===== config.mk =====
export PLATFORM = sky130hd
export DESIGN_NAME = score_bram_scheduler
export DESIGN_NICKNAME = d
export VERILOG_FILES = /design/src/rtl/diff_sched_pkg.sv /design/src/rtl/rr_arbiter.sv /design/src/rtl/score_bram_scheduler.sv
export SDC_FILE = /design/constraint.sdc
export NUM_CORES = 1
export LEC_CHECK = 0
export ABC_AREA = 1
export CORE_AREA = 2 2 137 139
export DETAILED_ROUTE_END_ITERATION = 10
export DIE_AREA = 0 0 139 141
export GPL_ROUTABILITY_DRIVEN = 0
export GPL_TIMING_DRIVEN = 0
export PLACE_DENSITY = 0.66
export SETUP_SLACK_MARGIN = 0.5
export SYNTH_ARGS = -nofsm -noshare
export SYNTH_HDL_FRONTEND = slang
export SYNTH_SLANG_ARGS = --single-unit

===== constraint.sdc =====
create_clock -name clk -period 4.1 [get_ports clk]
set_clock_uncertainty 0.05 [all_clocks]
set_input_delay 0.615 -clock clk [delete_from_list [all_inputs] [get_ports clk]]
set_output_delay 0.615 -clock clk [all_outputs]
set_load 0.03 [all_outputs]

===== src/rtl/diff_sched_pkg.sv =====
// Shared definitions for the score BRAM scheduler: default widths,
// FSM state encodings and a pointer-width helper.
package diff_sched_pkg;

    localparam int DEF_NUM_ENG        = 4;
    localparam int DEF_ADDR_WIDTH     = 13;
    localparam int DEF_DATA_WIDTH     = 32;
    localparam int DEF_MAX_STEPS      = 7;
    localparam int DEF_TIMEOUT_CYCLES = 64;

    localparam logic [1:0] ENC_IDLE      = 2'd0;
    localparam logic [1:0] ENC_RUN       = 2'd1;
    localparam logic [1:0] ENC_STEP_SYNC = 2'd2;
    localparam logic [1:0] ENC_DONE      = 2'd3;

    typedef enum logic [1:0] {
        IDLE      = ENC_IDLE,
        RUN       = ENC_RUN,
        STEP_SYNC = ENC_STEP_SYNC,
        DONE      = ENC_DONE
    } sched_state_e;

    // Width of an engine index; at least one bit so a single engine still works.
    function automatic int ptr_width(input int n);
        return (n > 1) ? $clog2(n) : 1;
    endfunction

endpackage


===== src/rtl/rr_arbiter.sv =====
// Round-robin arbiter: picks the first requester strictly after last_ptr,
// wrapping around, and returns it as a one-hot grant.
module rr_arbiter #(
    parameter int NUM_ENG = 4,
    parameter int PTR_W   = 2
) (
    input  logic [NUM_ENG-1:0] req,
    input  logic               grant_en,
    input  logic [PTR_W-1:0]   last_ptr,
    output logic [NUM_ENG-1:0] grant
);

    logic [PTR_W:0]       shamt;
    logic [NUM_ENG-1:0]   rot_req;
    logic [NUM_ENG-1:0]   rot_oh;

    // Rotate so the engine after last_ptr lands at bit 0, take the lowest set
    // bit, then rotate the one-hot result back into engine order.
    always_comb begin
        shamt   = {1'b0, last_ptr} + {{PTR_W{1'b0}}, 1'b1};
        rot_req = NUM_ENG'({req, req} >> shamt);
        rot_oh  = rot_req & (-rot_req);
        grant   = grant_en ? NUM_ENG'(({rot_oh, rot_oh} << shamt) >> NUM_ENG) : '0;
    end

endmodule


===== src/rtl/score_bram_scheduler.sv =====
// Score BRAM scheduler: arbitrates one BRAM port among NUM_ENG diffusion
// engines and sequences MAX_STEPS walk steps.
// Optional grant watchdog enabled by defining SCHED_TIMEOUT_EN.
module score_bram_scheduler
    import diff_sched_pkg::*;
#(
    parameter int NUM_ENG        = DEF_NUM_ENG,
    parameter int ADDR_WIDTH     = DEF_ADDR_WIDTH,
    parameter int DATA_WIDTH     = DEF_DATA_WIDTH,
    parameter int MAX_STEPS      = DEF_MAX_STEPS,
    parameter int TIMEOUT_CYCLES = DEF_TIMEOUT_CYCLES
) (
    input  logic                          clk,
    input  logic                          rst,
    input  logic                          start,
    input  logic [NUM_ENG-1:0]            req,
    input  logic [NUM_ENG-1:0]            we_in,
    input  logic [NUM_ENG*ADDR_WIDTH-1:0] addr_in,
    input  logic [NUM_ENG*DATA_WIDTH-1:0] wdata_in,
    input  logic [NUM_ENG-1:0]            finished_in,
    input  logic [DATA_WIDTH-1:0]         bram_dout,
    output logic [NUM_ENG-1:0]            rdy,
    output logic [NUM_ENG-1:0]            conflict,
    output logic [DATA_WIDTH-1:0]         rdata_out,
    output logic                          bram_en,
    output logic                          bram_we,
    output logic [ADDR_WIDTH-1:0]         bram_addr,
    output logic [DATA_WIDTH-1:0]         bram_din,
    output logic [DATA_WIDTH-1:0]         l_step,
    output logic                          all_done,
    output logic                          timeout_err
);

    localparam int PTR_W = ptr_width(NUM_ENG);

    sched_state_e           state_q, state_d;
    logic [NUM_ENG-1:0]     grant_q, grant_d;
    logic [NUM_ENG-1:0]     done_q, done_d;
    logic [PTR_W-1:0]       last_q, last_d;
    logic [DATA_WIDTH-1:0]  l_step_q, l_step_d;
    logic [NUM_ENG-1:0]     arb_req, arb_grant;
    logic [PTR_W-1:0]       arb_idx;
    logic                   expire;

    // A timed-out holder is masked so the search moves on to the next requester.
    assign arb_req = expire ? (req & ~grant_q) : req;

    rr_arbiter #(
        .NUM_ENG (NUM_ENG),
        .PTR_W   (PTR_W)
    ) u_arb (
        .req      (arb_req),
        .grant_en (state_q == RUN),
        .last_ptr (last_q),
        .grant    (arb_grant)
    );

    // One-hot arbiter result to engine index for the round-robin pointer.
    always_comb begin
        arb_idx = '0;
        for (int i = 0; i < NUM_ENG; i++) begin
            if (arb_grant[i]) arb_idx = PTR_W'(i);
        end
    end

    // Next-state logic: run control, step sequencing, grant hold/handover.
    always_comb begin
        state_d  = state_q;
        l_step_d = l_step_q;
        done_d   = done_q | finished_in;
        grant_d  = '0;
        last_d   = last_q;
        case (state_q)
            IDLE: begin
                if (start) begin
                    state_d  = RUN;
                    l_step_d = '0;
                end
            end
            RUN: begin
                // A finish arriving this cycle counts, so the step closes one cycle sooner.
                if (!(|grant_q) && (&done_d)) begin
                    state_d = STEP_SYNC;
                end else if ((|(grant_q & req)) && !expire) begin
                    grant_d = grant_q;
                end else begin
                    grant_d = arb_grant;
                    if (|arb_grant) last_d = arb_idx;
                end
            end
            STEP_SYNC: begin
                done_d = '0;
                if (l_step_q + DATA_WIDTH'(1) == DATA_WIDTH'(MAX_STEPS)) begin
                    state_d = DONE;
                end else begin
                    l_step_d = l_step_q + DATA_WIDTH'(1);
                    state_d  = RUN;
                end
            end
            DONE: begin
                if (start) state_d = IDLE;
            end
            default: state_d = IDLE;
        endcase
    end

    // State, grant, pointer, sticky finish bits and step counter.
    always_ff @(posedge clk) begin
        if (rst) begin
            state_q  <= IDLE;
            grant_q  <= '0;
            done_q   <= '0;
            last_q   <= PTR_W'(NUM_ENG - 1);
            l_step_q <= '0;
        end else begin
            state_q  <= state_d;
            grant_q  <= grant_d;
            done_q   <= done_d;
            last_q   <= last_d;
            l_step_q <= l_step_d;
        end
    end

`ifdef SCHED_TIMEOUT_EN
    localparam int CNT_W = $clog2(TIMEOUT_CYCLES + 1);

    logic [CNT_W-1:0] hold_cnt_q, hold_cnt_d;
    logic             timeout_err_q;

    assign expire = (|grant_q) && (hold_cnt_q == CNT_W'(TIMEOUT_CYCLES));

    // Counts the cycles the current grant has been held; a new holder starts at one.
    always_comb begin
        if (grant_d == '0)          hold_cnt_d = '0;
        else if (grant_d == grant_q) hold_cnt_d = hold_cnt_q + CNT_W'(1);
        else                         hold_cnt_d = CNT_W'(1);
    end

    // Watchdog counter and sticky error flag.
    always_ff @(posedge clk) begin
        if (rst) begin
            hold_cnt_q    <= '0;
            timeout_err_q <= 1'b0;
        end else begin
            hold_cnt_q    <= hold_cnt_d;
            timeout_err_q <= timeout_err_q | expire;
        end
    end

    assign timeout_err = timeout_err_q;
`else
    logic unused_timeout;
    assign unused_timeout = (TIMEOUT_CYCLES > 0);
    assign expire         = 1'b0;
    assign timeout_err    = 1'b0;
`endif

    logic [ADDR_WIDTH-1:0] eng_addr [NUM_ENG];
    logic [DATA_WIDTH-1:0] eng_din  [NUM_ENG];
    logic [ADDR_WIDTH-1:0] sel_addr;
    logic [DATA_WIDTH-1:0] sel_din;

    for (genvar gi = 0; gi < NUM_ENG; gi++) begin : g_eng
        assign eng_addr[gi] = grant_q[gi] ? addr_in[gi*ADDR_WIDTH +: ADDR_WIDTH] : '0;
        assign eng_din[gi]  = grant_q[gi] ? wdata_in[gi*DATA_WIDTH +: DATA_WIDTH] : '0;
    end

    // OR-combine the masked engine buses; the grant is one-hot so at most one is non-zero.
    always_comb begin
        sel_addr = '0;
        sel_din  = '0;
        for (int i = 0; i < NUM_ENG; i++) begin
            sel_addr = sel_addr | eng_addr[i];
            sel_din  = sel_din  | eng_din[i];
        end
    end

    // Reset gates the port so a grant caught by reset cannot commit a write.
    assign bram_en   = (|grant_q) & ~rst;
    assign bram_we   = (|(grant_q & we_in)) & ~rst;
    assign bram_addr = sel_addr;
    assign bram_din  = sel_din;

    assign rdy       = grant_q;
    assign conflict  = req & ~grant_q;
    assign rdata_out = bram_dout;
    assign l_step    = l_step_q;
    assign all_done  = (state_q == DONE);

endmodule

==> Yosys cells after proc, flatten, opt, wreduce, memory -nomap -nowiden <==
Cells that the tools add are included.
{ "word_totals": {"elab_cells": 70, "regBits": 44} }
{ "op_classes": {"addsub": 3, "n_shift": 2, "n_eq_ne": 8, "n_reduce_logical": 14, "muxes": 20, "n_bitwise": 18} }
{ "ops": {"columns": ["operator", "count"], "rows": [
  ["$mux 32", 6],
  ["$or 32x32->32", 3],
  ["$pmux 32 s2", 1],
  ["$mux 13", 4],
  ["$or 13x13->13", 3],
  ["$add 32x1->32 const B", 1],
  ["$eq 32x3->1 const B", 1],
  ["$and 4x4->4", 4],
  ["$reduce_or 4->1", 4],
  ["$mux 2", 6],
  ["$ne 2x2->1 const B", 4],
  ["$pmux 2 s4", 1],
  ["$reduce_and 4->1", 2],
  ["$shl 8x3->8", 1],
  ["$shr 8x3->4", 1],
  ["$reduce_and 3->1", 2],
  ["$eq 2x2->1 const B", 2],
  ["$mux 4", 1],
  ["$neg 4->4", 1],
  ["$not 1->1", 4],
  ["$not 4->4", 1],
  ["$or 4x4->4", 1],
  ["$add 2x1->3 const B", 1],
  ["$reduce_or 3->1", 1],
  ["other kinds (8)", 9]
]} }

==> Longest topological paths before layout <==
{ "depth": {"word_depth": 9, "depth_mapped": 16, "depth_no_buf": 16} }

==> By module <==
Synthesis repeated with hierarchy kept, for this count alone.
{ "unflattened": {"cells_unflattened": 829, "area_unflattened_um2": 4461.8} }
{ "modules_own_cells": {"columns": ["mod", "area_per_inst_um2", "n_inst", "seq_area_each_um2", "cells_each"], "rows": [
  ["score_bram_scheduler", 4102.7, 1, 880.8, 761],
  ["rr_arbiter", 359.1, 1, 0.0, 68]
]} }

==> Worst setup path before layout <==
No wires, ideal clock.
{ "synth_timing": {"kind": "flip-flop to flip-flop", "startpoint": "register l_step_q[1], in the netlist l_step[1]", "endpoint": "register l_step_q[15], in the netlist l_step[15]", "t_required_ps": 3979, "setup_time_ps": 71, "setup_slack_ps": 1674, "period_less_slack_ps": 2426, "n_path_buf": 1, "stages_incl_launch_ff": 17, "t_arrival_ps": 2305, "path_cell_list": "dfxtp_1 ha_1 nand3_1 nor2_4 nand2_2 nor2_4 nand2_1 nand2_1 nand2_1 nor2_1 nand2_1 nor2_2 nand3_4 nand2_8 buf_12 nand2_1 a21oi_2"} }
{ "synth_between": {"elab_chain_len": 4} }
{ "synth_rtl": {"columns": ["item", "line", "text"], "rows": [
  ["start, declared", "score_bram_scheduler.sv:40", "logic [DATA_WIDTH-1:0] l_step_q, l_step_d;"],
  ["start signal, assigned", "score_bram_scheduler.sv:120", "l_step_q <= l_step_d;"],
  ["$add 32x1->32 *", "score_bram_scheduler.sv:93, score_bram_scheduler.sv:96", null],
  ["$eq 32x3->1", "score_bram_scheduler.sv:93", "if (l_step_q + DATA_WIDTH'(1) == DATA_WIDTH'(MAX_STEPS)) begin"],
  ["$ne 2x2->1 (no source line)", null, null],
  ["$reduce_and 3->1 (no source line)", null, null]
]} }
Mark *: on every way between the ends. The rest lies on a longest branch, timed or not. The select of a mux whose other input is x is not followed.
A chain may end at the register's enable or synchronous reset.

==> Worst setup path in the final report <==
{ "layout_timing": {"startpoint": "register grant_q[2], in the netlist rdy[2]", "endpoint": "output bram_din[5]"} }
{ "layout_between": {"elab_chain_len": 3} }
{ "layout_rtl": {"columns": ["item", "line", "text"], "rows": [
  ["start, declared", "score_bram_scheduler.sv:37", "logic [NUM_ENG-1:0] grant_q, grant_d;"],
  ["start signal, assigned", "score_bram_scheduler.sv:117", "grant_q <= grant_d;"],
  ["$mux 32", "score_bram_scheduler.sv:165", "assign eng_din[gi] = grant_q[gi] ? wdata_in[gi*DATA_WIDTH +: DATA_WIDTH] : '0;"],
  ["$or 32x32->32 (2 in a row)", "score_bram_scheduler.sv:174", "sel_din = sel_din | eng_din[i];"],
  ["end, declared", "score_bram_scheduler.sv:28", "output logic [DATA_WIDTH-1:0] bram_din,"]
]} }
No other way between the ends.

==> impl_metrics.yaml <==
clock_tree:
  cts_buffer_depth: 2
  clk_latency_ns: 0.30
  cts.reportedPaths.clkPinSlew_ns: 0.06
  cts_hold_buf: 0
  htree_levels: 2
  ctsResizeCount: 3
  cts_tree: "built"
  clockRootBuffer: "clkbuf_16"
  cts_setup_buffers: 0
  numCtsBuffers: 5
  clock-sinks: 44
drt:
  num_vias: 6421
  ant_nets: 0
  drc: 0
  dr.pass1.iters: 5
  wl_um: 24900
  vias_per_cell: 4.66
  wl_per_cell_um: 18.1
  drtIter0Drc: 407
critical_path:
  path_class: "flop to output port"
  reg2reg_setup_slack_ns: 1.42
  crit_arrival_ns: 2.75
  crit_fanout: 10
  start_kind: "flop"
  worstPathRequired_ns: 3.43
  end_kind: "output port"
die:
  die_w_um: 139
  dieArea_um2: 19600
  rows: 50
  ioPinCount: 348
  fp.coreArea_um2: 18300
  start_util_pct: 25.3
  die_y_um: 141
timing:
  final.min_clock_period_ns: 3.41
  slew_headroom_pct: 37.4
  hold_viol_final: 0
  worst_slew_pin_slew_ns: 0.939
  fmax_mhz: 293
  finalSetupViolations: 0
  setup_total_negative_slack_ns: 0
  finalCritPeriodShare_pct: 83.3
  rsz0062_at_grt: "no"
  finalMaxSlewViolations: 0
synthesis:
  netlist_top_cells_count: "373 x nand2_1, 72 x nor2_1, 51 x nand4_1"
  ys_seq_elements: 44
  synth-async-reset-ratio_pct: 0
  synth_cell_types: 33
  avgSynthCellArea_um2: 5.62
  yosysSeqAreaShare_pct: 19.0
  synth.largest_area_cell: "nand2_1"
  netlist_instances: 824
  syn_nets: 1054
  synth.area.top_cells: "nand2_1 30%, dfxtp_1 19%, nand4_1 6.9%"
  synth_edf_count: 0
  yosys.cell_count.top_type: "nand2_1"
  ys_warn_count: 0
  synth_ff_type: "dfxtp_1"
  syn-cell-area_um2: 4630
  yosysTopAreaCellShare_pct: 30.2
grt:
  grt-ovfl-total: 0
  busiest_layer: "met2"
  use_met2_pct: 37.1
  grt_pass1_wl_um: 36200
  use_met3_pct: 7.68
  met1_usage_pct: 34.5
  grt_max_degree: 13
  antenna_found_initial: 7
  grt_pass1_vias: 6023
  track_usage_pct: 24.1
finish:
  drive_gt1_share_pct: 11.2
  area.sequential_um2: 881
  final_area_um2: 8220
  final_core_utilization_pct: 45.0
  syn_to_final_growth_pct: 77.6
  fillers: 1927
  nets: 1374
  multi_input_comb_area_um2: 3160
power_and_ir_drop:
  leakage_nw: 3.09
  ir_drop_v: 0.000174
  power_density_nw_per_um2: 328
placed_design:
  postPlaceCellArea_um2: 8060
  place_hpwl_um: 20700
  io_buffers: 313
hold_path:
  hold_path.class: "flop to flop"
status:
  status: "completed"
run:
  maxCapViolCount: 0
power breakdown:
| part | switching (mW) | internal (mW) | leakage, nW |
|---|---|---|---|
| clock | 0.184 | 0.281 | 0.0758 |
| combinational | 1.00 | 0.710 | 2.65 |
| sequential | 0.0539 | 0.465 | 0.357 |
| total | 1.24 | 1.46 | 3.09 |
final timing paths:
check                              start                endpoint  cells after the start
hold reg to reg     done_q[0]$_SDFF_PP0_    done_q[0]$_SDFF_PP0_                      2
setup reg to reg  l_step[1]$_SDFFE_PP0P_  l_step[4]$_SDFFE_PP0P_                     16
setup / recovery     rdy[2]$_SDFFE_PP0N_             bram_din[5]                      5
hold / removal      done_q[0]$_SDFF_PP0_    done_q[0]$_SDFF_PP0_                      2
routing by layer:
| metal | routed length, µm | vias up |
|---|---|---|
| met5 | 59 | - |
| met4 | 196 | 10 |
| met3 | 2340 | 20 |
| met2 | 10600 | 278 |
| met1 | 11700 | 2867 |
| li1 | - | 3246 |
worst max-delay path, stage by stage (launching register included):
cell and delay (ns):
dfxtp_1 0.52, clkbuf_2 0.39, buf_1 0.52, nand2_1 0.10, nand4_1 0.19, clkdlybuf4s50_1 0.72
sequential cells by signal, summed over array words and instances, names as in the netlist:
name	cells
done_q	4
state_q	2
rdy	4
last_q	2
l_step	32
final cells by class:
class / count / share of cell area [%]
multi-input cells: 668 / 38.4
repair buffers: 313 / 38.1
flip-flops and latches: 44 / 10.7
plain buffers: 64 / 5.10
well taps: 234 / 3.56
inverters: 48 / 2.19
clock buffers: 5 / 1.52
clock inverters: 1 / 0.365
diodes: 2 / 0.0609
placed cells by master, fill, tap and decap left out, types with 2 or more instances in the layout:
cell type        netlist  routed
nand3b_1               8       8
nor3_1                 4       4
nor2_4                 4       4
ha_1                   3       3
nand2_2               30      30
nand4_1               51      51
nor4_1                 2       2
nor2_2                 9       9
buf_4                 33      33
xor2_1                 2       2
clkbuf_1              23      18
o21ai_0               10      10
clkdlybuf4s50_1        0     313
buf_1                  5       5
clkbuf_2               0       5
diode_2                0       2
a21oi_2               29      29
inv_1                 47      47
nand2_1              373     373
clkbuf_16              0       5
a22o_1                 2       2
a21oi_1                7       7
nand3_1               49      49
nor2_1                72      72
or2_2                  4       4
buf_12                 3       3
dfxtp_1               44      44
cells by family (layout without fill, tap and decap cells):
logic type,after synthesis,after routing,share of synthesized area [%]
and+or+nand+nor,610,610,58.5
AOI/OAI and AO/OA,51,51,8.21
other,1,3,0.0810
xor gates and xnor gates,3,3,0.568
adders and majority gates,3,3,0.811
buffers and inverters,112,431,12.8
DFF,44,44,19.0
metrics by stage:
| stage | hold slack, ns | instances | power, mW | setup WS [ns] |
|---|---|---|---|---|
| after floorplan | 0.386 | 824 | 1.52 | 1.67 |
| after global placement | 0.397 | 1371 | 2.22 | 0.615 |
| after detailed placement | 0.411 | 1371 | 2.23 | 0.625 |
| after CTS | 0.428 | 1377 | 2.70 | 0.530 |
| after global routing | 0.466 | 1378 | 2.86 | 0.588 |
| final | 0.422 | 1379 | 2.70 | 0.686 |
(Power assumes the default switching activity.)
